**src/rtl/pwm_deadtime_gen.sv**
```systemverilog
// -----------------------------------------------------------------------------
// pwm_deadtime_gen
//
// Purpose
//   Drives one half-bridge leg from the free-running gate-driver timer count.
//   The count is compared against a double-buffered duty value. The result
//   then passes through a five-state dead-time FSM. The high-side and
//   low-side gate enables that come out are complementary and are never
//   asserted together.
//
// Parameters
//   N     width of the timer count and of the duty value
//   DT_W  width of dead_time_clks
//
// Ports
//   clk             in   1     system clock
//   reset           in   1     asynchronous, active-high reset
//   cnt             in   N     free-running timer count, wraps 2^N-1 -> 0
//   enable          in   1     1 = run, 0 = both gates off
//   duty_in         in   N     new duty value, in counts
//   duty_wr         in   1     1-clk pulse, loads duty_in into the pending register
//   dead_time_clks  in   DT_W  dead time in clocks (0 behaves as 1)
//   hs_gate         out  1     high-side gate enable (registered)
//   ls_gate         out  1     low-side gate enable (registered)
//   period_tick     out  1     1-clk pulse, one cycle after cnt == 2^N-1
//   state           out  3     FSM state, for debug
//   fault           in   1     [FAULT_LATCH_EN] asynchronous fault from the driver
//   fault_clr       in   1     [FAULT_LATCH_EN] 1-clk clear pulse
//   fault_latched   out  1     [FAULT_LATCH_EN] sticky fault flag
//
// Configuration
//   FAULT_LATCH_EN  When defined, a two-flop synchronised fault input latches
//                   a sticky flag and holds the FSM in OFF until it is
//                   cleared. When undefined, the fault ports do not exist.
// -----------------------------------------------------------------------------
module pwm_deadtime_gen #(
    parameter int N    = 13,
    parameter int DT_W = 8
) (
    input  logic            clk,
    input  logic            reset,
    input  logic [N-1:0]    cnt,
    input  logic            enable,
    input  logic [N-1:0]    duty_in,
    input  logic            duty_wr,
    input  logic [DT_W-1:0] dead_time_clks,
`ifdef FAULT_LATCH_EN
    input  logic            fault,
    input  logic            fault_clr,
    output logic            fault_latched,
`endif
    output logic            hs_gate,
    output logic            ls_gate,
    output logic            period_tick,
    output logic [2:0]      state
);

    typedef enum logic [2:0] {
        ST_OFF   = 3'd0,
        ST_DT_HS = 3'd1,
        ST_HS_ON = 3'd2,
        ST_DT_LS = 3'd3,
        ST_LS_ON = 3'd4
    } state_t;

    // -------------------------------------------------------------------------
    // Registers and combinational nets
    // -------------------------------------------------------------------------
    logic [N-1:0]    r_duty_pend;
    logic [N-1:0]    r_duty_act;
    logic            r_raw_q;
    logic [DT_W-1:0] r_dt_cnt;
    state_t          r_state;
    logic            r_hs_gate;
    logic            r_ls_gate;
    logic            r_period_tick;

    logic            w_wrap;
    logic            w_raw;
    logic [DT_W-1:0] w_dt_load;
    logic            w_fault_block;
    logic            w_force_off;
    state_t          w_state_nxt;
    logic [DT_W-1:0] w_dt_cnt_nxt;

    // -------------------------------------------------------------------------
    // Duty double buffer and comparator
    // -------------------------------------------------------------------------
    assign w_wrap = (cnt == {N{1'b1}});
    assign w_raw  = (cnt < r_duty_act);

    // NOTE: sequential state uses non-blocking assignments. Because of this,
    // r_duty_act picks up the *old* r_duty_pend when duty_wr and the wrap
    // happen in the same cycle, and the new value waits for the next wrap.
    always_ff @(posedge clk or posedge reset) begin
        if (reset) begin
            r_duty_pend   <= '0;
            r_duty_act    <= '0;
            r_raw_q       <= 1'b0;
            r_period_tick <= 1'b0;
        end else begin
            if (duty_wr) begin
                r_duty_pend <= duty_in;
            end
            if (w_wrap) begin
                r_duty_act <= r_duty_pend;
            end
            r_raw_q       <= w_raw;
            r_period_tick <= w_wrap;
        end
    end

    // -------------------------------------------------------------------------
    // Optional fault latch
    // -------------------------------------------------------------------------
`ifdef FAULT_LATCH_EN
    logic r_fault_meta;
    logic r_fault_sync;
    logic r_fault_latched;

    always_ff @(posedge clk or posedge reset) begin
        if (reset) begin
            r_fault_meta    <= 1'b0;
            r_fault_sync    <= 1'b0;
            r_fault_latched <= 1'b0;
        end else begin
            r_fault_meta <= fault;
            r_fault_sync <= r_fault_meta;
            // A clear request is honoured only once the synchronised fault
            // has gone away; otherwise the fault keeps the flag set.
            if (r_fault_sync) begin
                r_fault_latched <= 1'b1;
            end else if (fault_clr) begin
                r_fault_latched <= 1'b0;
            end
        end
    end

    // The first synchronised fault cycle already forces OFF, before the
    // sticky flag itself is visible.
    assign w_fault_block = r_fault_sync | r_fault_latched;
    assign fault_latched = r_fault_latched;
`else
    assign w_fault_block = 1'b0;
`endif

    assign w_force_off = !enable || w_fault_block;

    // Dead-time reload value. A setting of 0 behaves as 1 clock. The value is
    // only sampled here, on entry to a DT state.
    assign w_dt_load = (dead_time_clks == '0) ? '0 : dead_time_clks - DT_W'(1);

    // -------------------------------------------------------------------------
    // Dead-time FSM: next-state logic
    // -------------------------------------------------------------------------
    // NOTE: every signal driven in this always_comb block is given a default
    // first, so no path through it can infer a latch.
    always_comb begin
        w_state_nxt  = r_state;
        w_dt_cnt_nxt = r_dt_cnt;

        if (w_force_off) begin
            w_state_nxt = ST_OFF;
        end else begin
            unique case (r_state)
                ST_OFF: begin
                    w_state_nxt  = r_raw_q ? ST_DT_HS : ST_DT_LS;
                    w_dt_cnt_nxt = w_dt_load;
                end
                ST_DT_HS: begin
                    if (!r_raw_q) begin
                        // The high request ended before the dead time ran out,
                        // so the glitch is swallowed and we turn around.
                        w_state_nxt  = ST_DT_LS;
                        w_dt_cnt_nxt = w_dt_load;
                    end else if (r_dt_cnt == '0) begin
                        w_state_nxt = ST_HS_ON;
                    end else begin
                        w_dt_cnt_nxt = r_dt_cnt - DT_W'(1);
                    end
                end
                ST_HS_ON: begin
                    if (!r_raw_q) begin
                        w_state_nxt  = ST_DT_LS;
                        w_dt_cnt_nxt = w_dt_load;
                    end
                end
                ST_DT_LS: begin
                    if (r_raw_q) begin
                        w_state_nxt  = ST_DT_HS;
                        w_dt_cnt_nxt = w_dt_load;
                    end else if (r_dt_cnt == '0) begin
                        w_state_nxt = ST_LS_ON;
                    end else begin
                        w_dt_cnt_nxt = r_dt_cnt - DT_W'(1);
                    end
                end
                ST_LS_ON: begin
                    if (r_raw_q) begin
                        w_state_nxt  = ST_DT_HS;
                        w_dt_cnt_nxt = w_dt_load;
                    end
                end
                default: begin
                    w_state_nxt = ST_OFF;
                end
            endcase
        end
    end

    // -------------------------------------------------------------------------
    // Dead-time FSM: state register and registered gate decode
    // -------------------------------------------------------------------------
    // The gates are decoded from the next state, so each gate flop always
    // equals (state == *_ON) in the same cycle. Both gates come from one
    // state register, so they can never be high together. The asynchronous
    // reset drops both gates at once.
    always_ff @(posedge clk or posedge reset) begin
        if (reset) begin
            r_state   <= ST_OFF;
            r_dt_cnt  <= '0;
            r_hs_gate <= 1'b0;
            r_ls_gate <= 1'b0;
        end else begin
            r_state   <= w_state_nxt;
            r_dt_cnt  <= w_dt_cnt_nxt;
            r_hs_gate <= (w_state_nxt == ST_HS_ON);
            r_ls_gate <= (w_state_nxt == ST_LS_ON);
        end
    end

    assign hs_gate     = r_hs_gate;
    assign ls_gate     = r_ls_gate;
    assign period_tick = r_period_tick;
    assign state       = r_state;

endmodule

```
**config.mk**
```make
export PLATFORM = sky130hd
export DESIGN_NAME = pwm_deadtime_gen
export DESIGN_NICKNAME = d
export VERILOG_FILES = /design/src/rtl/pwm_deadtime_gen.sv
export SDC_FILE = /design/constraint.sdc
export NUM_CORES = 1
export LEC_CHECK = 0
export ABC_CLOCK_PERIOD_IN_PS = 2000
export CAP_MARGIN = 20
export CORE_MARGIN = 5
export CORE_UTILIZATION = 40
export CTS_CLUSTER_SIZE = 20
export DETAILED_ROUTE_END_ITERATION = 8
export PLACE_DENSITY_LB_ADDON = 0.3
export SETUP_SLACK_MARGIN = 0.15
export SYNTH_ARGS = -nofsm -noshare
export SYNTH_HDL_FRONTEND = slang
export SYNTH_SLANG_ARGS = --single-unit
```
**constraint.sdc**
```tcl
create_clock -name clk -period 2 [get_ports clk]
set_clock_uncertainty 0.15 [all_clocks]
set_input_delay 0.3 -clock clk [delete_from_list [all_inputs] [get_ports clk]]
set_output_delay 0.3 -clock clk [all_outputs]
set_load 0.01 [all_outputs]
```
==> impl_metrics.tcl, run 1 <==
set metrics [dict create \
    run_status "finished, violations left" \
    violated_checks "setup timing" \
    worstMarginPinSlew_ps 532.9 \
    worst_path_clk_slew_ps 80 \
    timing.final.crit_share 1.022 \
    slew_violations 0 \
    timing.critical_path.slowest_stage_cell "or3b_4" \
    drt-pass1-iter-count 4 \
    path_depth 7 \
    synth_top_flop_cell "dfrtp_1" \
    synth_seq_cells 41 \
    end_kind "flop" \
    first_global_vias 2053 \
    finalWorstPathRequiredPeriod_ps 2044 \
    timing.final.setup_violations 9 \
    detailedRoute.firstIterationViolations 108 \
    p_per_area_nw_per_um2 834.8 \
    fillers 463 \
    path_delay_family "simple AND/OR/NAND/NOR gates" \
    buffers_inverters_on_critical_path 1 \
    ys_async_sr_fraction 1.000 \
    floorplan.initialDensity 0.4088 \
    hold_path_class "input port to async pin" \
    p_leak_uw 0.001501 \
    root_buffer "clkbuf_8" \
    layout-drive-gt1-share 0.3125 \
    switching_share 0.3493 \
    maxCapViolCount 0 \
    synthesis.nets 272 \
    worstPathCellList "inv_1 -> ha_2 -> or3b_4 -> nor4_4 -> nand2b_4 -> o32ai_1 -> a22o_1" \
    postLayoutCellArea_um2 3263 \
    synth_cell_type_count 41 \
    net_switching_power_uw 951.5 \
    fin_total_pwr_uw 2724 \
    clock_tree.buffer_depth 2 \
    synth-seq-area-share 0.4586 \
    start_kind "flop" \
    synthesis.area_per_instance_um2 10.22 \
    area_growth_syn_to_layout_pct 45.86 \
    placement.cell_area_um2 2969 \
    routed_wire_length_per_instance_um 15.10 \
    global_route_wire_length_before_repair_um 9197 \
    drc_errors 0 \
    report.final.hold_viol_count 0 \
    antenna_cells 0 \
    wl_met3_um 240 \
    area.sequential_um2 1026 \
    io_buffers 43 \
    synth_warnings 0 \
    crit_required_ps 2040 \
    top_ports 44 \
    timing.final.ws_setup_ps -43.82 \
    drtAntennaViolNets 0 \
    die_width_um 84.79 \
    cts_buffers 5 \
    synth_edf_count 0 \
    clkLatencyLatePin_ps 290 \
    setup_total_negative_slack_ps -211.0 \
    multi_input_logic_area_um2 1257 \
    critPathArrivalTime_ps 2080 \
    finish.net_count 356 \
    vdd_drop_max_v 0.0004669 \
    ctsHtreeMaxLevel 2 \
    grt_max_degree 42 \
    global_route.usage.total 0.1580 \
    critical_path_class "flop to flop" \
    cells_after_synthesis 219 \
    hold_ws_ps 285.3 \
    timing.reg2reg.setup_slack_ps -40 \
    die_y_um 84.79 \
    p_clk_frac 0.198 \
    via_to_cell_ratio 5.165 \
    rsz_0062_raised_after_global_routing "true" \
    synthesis.area_um2 2237 \
    detail_route.wirelength.met1_um 2404 \
    fp-row-count 27 \
    path_max_fanout 7 \
    finalWeightedCongestion 0.8064 \
    sequentialPowerShare 0.393 \
    place_hpwl_um 3800 \
    antenna_found_initial 0 \
    clock_tree_from_tritoncts "built" \
    max_slew_margin 0.6428 \
    die_footprint_um2 7189 \
    worst_r2r_path_depth 7 \
    vias 1942 \
    pre_cts_ws_ps -306.2 \
    cts.hold.buffers_added 0 \
    met2WireLength_um 2964 \
    fmax_mhz 489.3 \
    core_um2 5473 \
    cell_internal_pwr_uw 1773 \
    overflow 0 \
    wl_um 5678 \
    comb_power_share 0.409 \
    cts_sinks 41 \
    route.top_layer_used "met4" \
    cpPeakStageDelay_ps 400 \
]
metrics by stage:
step | util | std cells
after global routing | 0.5963 | 376
final | 0.5963 | 376
after floorplan | - | 219
after CTS | 0.5832 | 375
after global placement | 0.5425 | 357
after detailed placement | 0.5425 | 357
repair_timing:
action                                  4_1_cts  5_1_grt
resized for setup                            26       14
cloned                                        0        0
setup buffers                                10        1
pin swaps                                    16        8
endpoints found under the setup margin       14       14
path summary, 6_finish.rpt:
path,from,endpoint
worst min-delay path,reset,state[2]
max in group asynchronous,reset,r_duty_act[12]
worst max register to register,r_dt_cnt[0],r_dt_cnt[5]
worst min register to register,r_duty_pend[4],r_duty_act[4]
worst max-delay path,r_dt_cnt[0],r_dt_cnt[5]
min in group clk,r_duty_pend[4],r_duty_act[4]
worst register-to-register path: cells and delay by family, from the launching register on:
kind,cells,cell delay (ps)
buffers and inverters,1,70
adder cells (fa/ha/maj),1,170
AO/OA/AOI/OAI,2,320
AND/OR/NAND/NOR,3,830
flip-flops,1,390
sequential cells by signal (all words and copies together), names as in the netlist:
signal and cells:
r_dt_cnt 8, r_duty_pend 13, ls_gate 1, period_tick 1, r_duty_act 13, hs_gate 1
r_raw_q 1, state 3
cells by family (layout without fill, tap and decap cells):
family / after synthesis / in the layout / share of synthesized area
AND/OR/NAND/NOR: 65 / 65 / 0.1678
AO/OA/AOI/OAI: 48 / 48 / 0.1359
flip-flops: 41 / 41 / 0.4586
buffers and inverters: 27 / 112 / 0.04586
multiplexers: 17 / 17 / 0.08445
adder cells (fa/ha/maj): 15 / 15 / 0.08389
XOR/XNOR: 6 / 6 / 0.02349
area by class of cell:
type | count | share of cell area
timing repair buffer | 81 | 0.2197
sequential | 41 | 0.3144
inverter | 23 | 0.02646
tap | 72 | 0.02761
multi-input combinational | 151 | 0.3854
clock buffer | 5 | 0.02109
clock inverter | 3 | 0.005368
metal layers:
layer,vias to the layer above,track usage
li1,950,-
met4,0,0.06043
met3,9,0.03238
met2,38,0.2819
met5,-,0
met1,945,0.1850
cell usage in the layout (no fill, tap or decap), drive strengths merged, types with 4 or more instances in the layout:
master	instances
clkdlybuf4s50	36
buf	38
clkbuf	5
xnor2	6
mux2	15
a21o	4
nand2	18
nor3	12
nor2	7
inv	23
nor2b	5
dfrtp	41
nand4	4
o21ai	22
a21oi	5
ha	15
a22o	5
cell usage after synthesis (2+ instances only):
cell type,n,area (um2)
nand3_1,3,15.01
o32ai_1,3,26.28
dfrtp_1,41,1026
mux2i_1,2,20.02
a22o_1,5,43.79
xnor2_1,6,52.55
nor2_1,7,26.28
nor2b_1,5,31.28
o21ai_0,22,110.1
o22ai_1,3,18.77
nor3_1,11,55.05
a31oi_1,2,12.51
nand4_1,4,25.02
or3_1,2,12.51
a21o_1,4,30.03
inv_1,23,86.33
ha_1,15,187.7
clkbuf_1,2,7.510
nand2_1,18,67.56
a21oi_1,5,25.02
or4_4,2,22.52
mux2_2,15,168.9
power by group through the flow:
stage	clock [uW]	combinational, uW	sequential [uW]
6_report	539	1110	1070
5_1_grt	600	1190	1080
4_1_cts	564	996	1050
3_5_place_dp	0	810	1070
3_3_place_gp	0	792	1070
2_1_floorplan	0	469	1060
Note: power is estimated with default switching activity, not from simulation.
==> inputs of run 2 (changes only) <==
--- a/config.mk
+++ b/config.mk
@@ -11,6 +11,7 @@
 export CORE_UTILIZATION = 40
 export CTS_CLUSTER_SIZE = 20
 export DETAILED_ROUTE_END_ITERATION = 8
+export HOLD_SLACK_MARGIN = 0.02
 export PLACE_DENSITY_LB_ADDON = 0.3
 export SETUP_SLACK_MARGIN = 0.15
 export SYNTH_ARGS = -nofsm -noshare
==> results of run 2 <==
Final layout, timing and power as in run 1 (identical DEF).
